**src/rtl/operand_entry.sv**
```systemverilog
`default_nettype none
// ============================================================================
// Module   : operand_entry
// Purpose  : Keypad-side responder to the calculator control FSM. While the
//            control state is EXECA it collects decimal keystrokes into
//            operand A, an operator and operand B. It then raises a one-cycle
//            'inputed' pulse and holds the operands stable for EXECB.
// Ports    : CLK        system clock (posedge)
//            RST        synchronous reset, active low
//            state      control FSM state code
//            key_valid  one-cycle key strobe
//            key_code   0-9 digit, 10 '+', 11 '-', 12 '*', 13 '/', 14 '=', 15 clear
//            op_a/op_b  binary operands, modulo 2^WIDTH
//            opcode     0 add, 1 sub, 2 mul, 3 div
//            inputed    one-cycle pulse, entry complete
//            phase      0 WAIT, 1 ENTER_A, 2 ENTER_B, 3 DONE
// Revision : 1.0  initial release
// ============================================================================
module operand_entry #(
    parameter int         WIDTH       = 16,
    parameter int         MAX_DIGITS  = 4,
    parameter logic [2:0] STATE_EXECA = 3'd1
) (
    input  logic             CLK,
    input  logic             RST,
    input  logic [2:0]       state,
    input  logic             key_valid,
    input  logic [3:0]       key_code,
    output logic [WIDTH-1:0] op_a,
    output logic [WIDTH-1:0] op_b,
    output logic [1:0]       opcode,
    output logic             inputed,
    output logic [1:0]       phase
);

    localparam int                CW     = $clog2(MAX_DIGITS + 1);
    localparam logic [CW-1:0]     c_MAXD = CW'(MAX_DIGITS);
    localparam logic [CW-1:0]     c_ONE  = CW'(1);
    localparam logic [WIDTH-1:0]  c_TEN  = WIDTH'(10);

    typedef enum logic [1:0] {
        PH_WAIT    = 2'd0,
        PH_ENTER_A = 2'd1,
        PH_ENTER_B = 2'd2,
        PH_DONE    = 2'd3
    } phase_t;

    phase_t           phase_q,   phase_d;
    logic [WIDTH-1:0] op_a_q,    op_a_d;
    logic [WIDTH-1:0] op_b_q,    op_b_d;
    logic [1:0]       opcode_q,  opcode_d;
    logic [CW-1:0]    cnt_q,     cnt_d;
    logic             inputed_q, inputed_d;

    logic             w_execa;
    logic             w_is_digit;
    logic             w_is_op;
    logic             w_is_eq;
    logic             w_is_clr;
    logic [1:0]       w_opsel;
    logic [WIDTH-1:0] w_acc_in;
    logic [WIDTH-1:0] w_acc;
    logic             w_room;

    assign w_execa    = (state == STATE_EXECA);
    assign w_is_digit = (key_code < 4'd10);
    assign w_is_op    = (key_code >= 4'd10) && (key_code <= 4'd13);
    assign w_is_eq    = (key_code == 4'd14);
    assign w_is_clr   = (key_code == 4'd15);
    // Codes 10..13 map to 0..3: low two bits minus 2, modulo 4.
    assign w_opsel    = key_code[1:0] - 2'd2;
    assign w_room     = (cnt_q < c_MAXD);

    // One shared decimal accumulator serves whichever operand is being entered.
    assign w_acc_in   = (phase_q == PH_ENTER_B) ? op_b_q : op_a_q;
    assign w_acc      = (w_acc_in * c_TEN) + {{(WIDTH-4){1'b0}}, key_code};

    always_comb begin
        phase_d   = phase_q;
        op_a_d    = op_a_q;
        op_b_d    = op_b_q;
        opcode_d  = opcode_q;
        cnt_d     = cnt_q;
        inputed_d = 1'b0;

        case (phase_q)
            PH_WAIT: begin
                if (w_execa) begin
                    phase_d  = PH_ENTER_A;
                    op_a_d   = '0;
                    op_b_d   = '0;
                    opcode_d = 2'd0;
                    cnt_d    = '0;
                end
            end

            PH_ENTER_A, PH_ENTER_B: begin
                if (!w_execa) begin
                    phase_d = PH_WAIT;
                end else if (key_valid) begin
                    if (w_is_digit) begin
                        if (w_room) begin
                            if (phase_q == PH_ENTER_A) op_a_d = w_acc;
                            else                       op_b_d = w_acc;
                            cnt_d = cnt_q + c_ONE;
                        end
                    end else if (w_is_op) begin
                        // In A an operator needs a digit first; in B it can
                        // only replace the operator before any B digit.
                        if (phase_q == PH_ENTER_A) begin
                            if (cnt_q != '0) begin
                                opcode_d = w_opsel;
                                cnt_d    = '0;
                                phase_d  = PH_ENTER_B;
                            end
                        end else if (cnt_q == '0) begin
                            opcode_d = w_opsel;
                        end
                    end else if (w_is_eq) begin
                        if ((phase_q == PH_ENTER_B) && (cnt_q != '0)) begin
                            phase_d   = PH_DONE;
                            inputed_d = 1'b1;
                        end
                    end else if (w_is_clr) begin
                        op_a_d   = '0;
                        op_b_d   = '0;
                        opcode_d = 2'd0;
                        cnt_d    = '0;
                        phase_d  = PH_ENTER_A;
                    end
                end
            end

            PH_DONE: begin
                if (!w_execa) phase_d = PH_WAIT;
            end

            default: phase_d = PH_WAIT;
        endcase
    end

    always_ff @(posedge CLK) begin
        if (!RST) begin
            phase_q   <= PH_WAIT;
            op_a_q    <= '0;
            op_b_q    <= '0;
            opcode_q  <= 2'd0;
            cnt_q     <= '0;
            inputed_q <= 1'b0;
        end else begin
            phase_q   <= phase_d;
            op_a_q    <= op_a_d;
            op_b_q    <= op_b_d;
            opcode_q  <= opcode_d;
            cnt_q     <= cnt_d;
            inputed_q <= inputed_d;
        end
    end

    assign op_a    = op_a_q;
    assign op_b    = op_b_q;
    assign opcode  = opcode_q;
    assign inputed = inputed_q;
    assign phase   = phase_q;

endmodule
`default_nettype wire
```
**config.mk**
```make
export PLATFORM = sky130hd
export DESIGN_NAME = operand_entry
export DESIGN_NICKNAME = d
export VERILOG_FILES = /design/src/rtl/operand_entry.sv
export SDC_FILE = /design/constraint.sdc
export NUM_CORES = 1
export LEC_CHECK = 0
export ABC_AREA = 0
export BUFFER_PORTS_ARGS = -buffer_cell sky130_fd_sc_hd__buf_2
export CORE_UTILIZATION = 50
export DETAILED_ROUTE_END_ITERATION = 8
export GPL_ROUTABILITY_DRIVEN = 0
export PLACE_DENSITY_LB_ADDON = 0.3
export REMOVE_ABC_BUFFERS = 1
export SLEW_MARGIN = 20
export SYNTH_ARGS = -nofsm -noshare
export SYNTH_HDL_FRONTEND = slang
export SYNTH_SLANG_ARGS = --single-unit
```
**constraint.sdc**
```tcl
create_clock -name CLK -period 5.4 [get_ports CLK]
set_clock_uncertainty 0.1 [all_clocks]
set_input_delay 0.54 -clock CLK [delete_from_list [all_inputs] [get_ports CLK]]
set_output_delay 0.54 -clock CLK [all_outputs]
set_load 0.01 [all_outputs]
```
# Yosys cells after proc, flatten, opt, wreduce, memory -nomap -nowiden
# Index checks and enable logic that the tools add are counted.
# W data, S select, Z words.
[word_totals] reg_bits=40 out_inout_bits=37
[op_classes] n_addsub=3 mul=1 n_lt_le_gt_ge=4 n_eq_ne=31 muxes=52 bitwise_logic=5 reduce_logical=13
[op_table] cell="$mux W16" count=15
[op_table] cell="$pmux W16 S2" count=2
[op_table] cell="$mux W2" count=21
[op_table] cell="$reduce_and A9 Y1" count=4
[op_table] cell="$ne A4 B4 Y1 const B" count=8
[op_table] cell="$mux W3" count=10
[op_table] cell="$ne A3 B3 Y1 const B" count=10
[op_table] cell="$add A16 B4 Y16" count=1
[op_table] cell="$mul A16 B3 Y15 const B" count=1
[op_table] cell="$ne A2 B2 Y1 const B" count=5
[op_table] cell="$ne A5 B5 Y1 const B" count=2
[op_table] cell="$eq A4 B4 Y1 const B" count=2
[op_table] cell="$reduce_and A8 Y1" count=1
[op_table] cell="$reduce_or A7 Y1" count=1
[op_table] cell="$pmux W2 S3" count=1
[op_table] cell="$pmux W3 S2" count=1
[op_table] cell="$not A1 Y1" count=5
[op_table] cell="$eq A2 B2 Y1 const B" count=2
[op_table] cell="$ge A4 B4 Y1 const B" count=1
[op_table] cell="$le A4 B4 Y1 const B" count=1
[op_table] cell="$lt A4 B4 Y1 const B" count=1
[op_table] cell="$pmux W2 S2" count=1
[op_table] cell="$add A3 B1 Y3 const B" count=1
[op_table] cell="$eq A3 B1 Y1 const B" count=1
[op_table] cell="10 further kinds" count=11

# Depth between registers and ports, before layout
[depth] word_depth=10 ltp_mapped=16

# Worst setup path before layout
# No wires, ideal clock.
[synth_path] kind="register -> register" from="register phase_q[1], in the netlist phase[1]" to="register op_a_q[14], in the netlist op_a[14]" arrival_time_ns=4.503 setup_slack_ns=0.670 path_stages_with_launch=15 n_path_buf=2 synth_period_minus_slack_ns=4.730 path_cell_list="dfxtp_1 ha_1 buf_1 clkbuf_1 mux2_2 ha_1 ha_1 fa_1 xnor2_2 a2111o_1 a211oi_2 nand4_2 or3_4 o311ai_2 nand3_1"
[synth_between] elab_chain_cells=10 elab_cells_between_ends=23
[synth_rtl] item="from (decl)" line_no="48" text="phase_t phase_q, phase_d;"
[synth_rtl] item="from (signal assigned)" line_no="151" text="phase_q <= phase_d;"
[synth_rtl] item="$eq A2 B2 Y1" line_no="75, 86"
[synth_rtl] item="$mux W16" line_no="75" text="assign w_acc_in = (phase_q == PH_ENTER_B) ? op_b_q : op_a_q;"
[synth_rtl] item="$mul A16 B3 Y15" line_no="76" text="assign w_acc = (w_acc_in * c_TEN) + {{(WIDTH-4){1'b0}}, key_code};"
[synth_rtl] item="$add A16 B4 Y16" line_no="76"
[synth_rtl] item="$mux W16" line_no="103" text="if (phase_q == PH_ENTER_A) op_a_d = w_acc;"
[synth_rtl] item="$mux W16" line_no="102" text="if (w_room) begin"
[synth_rtl] item="$mux W16" line_no="101" text="if (w_is_digit) begin"
[synth_rtl] item="$mux W16" line_no="100" text="end else if (key_valid) begin"
[synth_rtl] item="$mux W16" line_no="98" text="if (!w_execa) begin"
[synth_rtl] item="$pmux W16 S2" line_no="86" text="case (phase_q)"
[synth_rtl] item="to (signal assigned)" line_no="152" text="op_a_q <= op_a_d;"
[synth_rtl] item="to (decl)" line_no="49" text="logic [WIDTH-1:0] op_a_q, op_a_d;"
# Parallel ways exist; a longest one is shown, timed or not. The select of a mux whose other input is x is not followed.
# A chain may end at the register's enable or synchronous reset.

# Worst setup path after layout
[layout_path] from="register phase_q[0], in the netlist phase[0]" to="register op_a_q[9], in the netlist op_a[9]"
# Same word-level chain as after synthesis.

==> run metrics <==
Critical Path AT 4.51 ns; CP Launch Type register; Yosys cell types 62; GR Overflow Total 0; Layout Nets 472; Mapped Cells 398; die height 81.82 um; # setup viols final 0; Final Util 58.47%; Critical Path Fanout Max 22; H-tree depth 2; First-pass DRT Iterations 4; Setup CP Type reg2reg; Root Driver clkbuf_8; tightest hold margin 0.3766 ns; row count 28; Tmin final 4.462 ns; diode count 0; share of layout cells above drive strength 1 17.20%; Routed WL per cell 15.17 um; Floorplan Core Area 6026 um2; Critical Path Slowest Stage Cell a2111oi_0; clock sink count 40; Final TNS setup 0 ns; Initial DRC Count 161; Synth warnings 0; Max Root-Sink Buffers 2; number of synthesized flops with an enable pin 0; Register Area 800.8 um2; maximum VDD drop 0.1538 mV; LEAKAGE 1.583 nW; Multi-input gate area 2220 um2; sequential share of the synthesized area 25.14%; Post-Syn Area 3186 um2; port buffer count 46; Synth-to-Final Area Change 10.60%; worst skew pair latency 0.29 ns; fillers 563; Overall Global Routing Usage 24.45%; Setup crit end kind register; antenna violations before repair 0; Clock transition at path regs 0.08 ns; DR vias/cell 5.820; # DRC 0; Relative slew margins 32.80%; post-cts hold buffer count 0; Hold Vio Cnt, Final 0; post-CTS setup buffer count 0; ys async rst share 0%; most frequent CP cell ha_1; PD cells 164.5 nW/um2; hold_sp op_a[15]$_SDFFE_PN0P_; Setup crit start phase[0]$_SDFFE_PN0P_; post-CTS sizing 0; effective utilization at floorplan 52.87%; Routed WL 7.750 mm; DP HPWL 5.953 mm; Crit path largest cell delay 0.59 ns; antenna viol nets, final 0; fin area 3523 um2; DR vias 2974; largest net degree at the start of global routing 30; Die ar. 6695 um2; vias in the first global route 2763; Hold WC Path Type reg2reg; Placed Area 3446 um2; actual slew at the worst max-slew pin 1.005 ns; Period Utilization, post-route 82.62%; max_cap viols 0; Avg Cell Area, Syn 8.004 um2; TritonCTS Buffers 5; Critical R2R Launch phase[0]$_SDFFE_PN0P_; Die X 81.82 um; ordered list of cells on the worst path inv_1 -> ha_1 -> buf_4 -> mux2i_1 -> inv_1 -> ha_1 -> ha_1 -> fa_1 -> xnor2_2 -> a2111o_1 -> a2111oi_0 -> xnor3_1 -> and2_1 -> mux2i_1 -> nor2_1; # IOs 47; Most used DFF post-synth dfxtp_1; Final Max Slew Viols 0; synthesis-stage register bit count 40; Fmax achieved 0.2241 GHz; CP Data Required Time 5.45 ns; CTS tree yes; unrepaired setup endpoints after global routing no; run status finished clean; first-pass GRT wire length 12.72 mm
[stage by stage]
| stage | total power, mW | setup slack, ns | cells |
|---|---|---|---|
| final | 0.5796 | 0.9384 | 511 |
| after global routing | 0.6052 | 0.5768 | 511 |
| after CTS | 0.5822 | 0.9448 | 511 |
| after detailed placement | 0.3930 | 0.9756 | 504 |
| after global placement | 0.3911 | 1.093 | 504 |
| after floorplan | 0.3661 | 0.8175 | 381 |
[critical path, delay by kind of cell, from the launching register on]
kind	cells	cell delay, ns
flops	1	0.35
fa+ha+maj	4	1.20
buf+inv	3	0.44
mux	2	0.47
xor+xnor	2	0.49
simple gates	2	0.24
compound gates	2	1.03
[cell type report]
cell class | instances | share of cell area (%)
tap | 75 | 2.663
sequential | 40 | 22.73
clock inverter | 1 | 0.1420
timing repair buffer | 48 | 6.960
multi-input combinational | 318 | 63.00
inverter | 23 | 2.450
clock buffer | 6 | 2.060
[cell usage after synthesis, drive strengths merged, types with 6 or more instances]
cell | instances | area share, %
nand2 | 36 | 4.2
a21o | 7 | 1.7
nor2 | 37 | 4.4
clkbuf | 11 | 1.3
buf | 6 | 1.2
ha | 24 | 9.4
a21oi | 28 | 4.4
o21ai | 22 | 3.5
inv | 23 | 2.7
xor2 | 13 | 3.6
mux2i | 16 | 5.0
nor3 | 14 | 2.2
nand3 | 17 | 2.7
nand4 | 7 | 1.6
dfxtp | 40 | 25
or3 | 6 | 1.4
xnor2 | 18 | 5.2
[cell families (layout without fill, tap and decap cells)]
group           count (synthesis)  count (layout)  share of synthesized area, %
simple gates                  146             146                         22.78
xor+xnor                       32              32                         9.466
mux                            21              21                         6.795
flops                          40              40                         25.14
fa+ha+maj                      26              26                         10.68
buf+inv                        40              78                         5.184
compound gates                 93              93                         19.95
[sequential cells by signal, indices dropped and copies added, names as in the netlist]
register,cells
phase,2
opcode,2
inputed,1
op_b,16
op_a,16
cnt_q,3
[path summary, 6_finish.rpt]
path / to / slack [ns] / cells past startpoint
max: op_a[9]$_SDFFE_PN0P_ / 0.94 / 15
max reg2reg: op_a[9]$_SDFFE_PN0P_ / 0.94 / 15
min: op_a[15]$_SDFFE_PN0P_ / 0.38 / 2
min reg2reg: op_a[15]$_SDFFE_PN0P_ / 0.38 / 2
[per-layer routing]
layer	GRT usage, %	up-vias	routed length (um)
met4	8.596	0	154
met3	3.556	16	323
met2	41.49	86	3847
li1	-	1500	-
met1	31.33	1372	3425
met5	0	-	0
[placed cells by master, fill, tap and decap left out, drive strengths merged, types with 6 or more instances in the layout]
master	instances
inv	23
nor2	37
nand3	17
or3	6
buf	48
nor3	14
ha	24
mux2i	16
a21oi	28
nand4	7
o21ai	22
xor2	13
dfxtp	40
nand2	36
clkbuf	6
xnor2	18
a21o	7
[power breakdown]
part           internal [mW]  total (mW)  switching [mW]
registers              0.297       0.300         0.00276
logic                 0.0282      0.0864          0.0583
clock network         0.0880       0.193           0.105
Power figures use the tool's default switching activity.
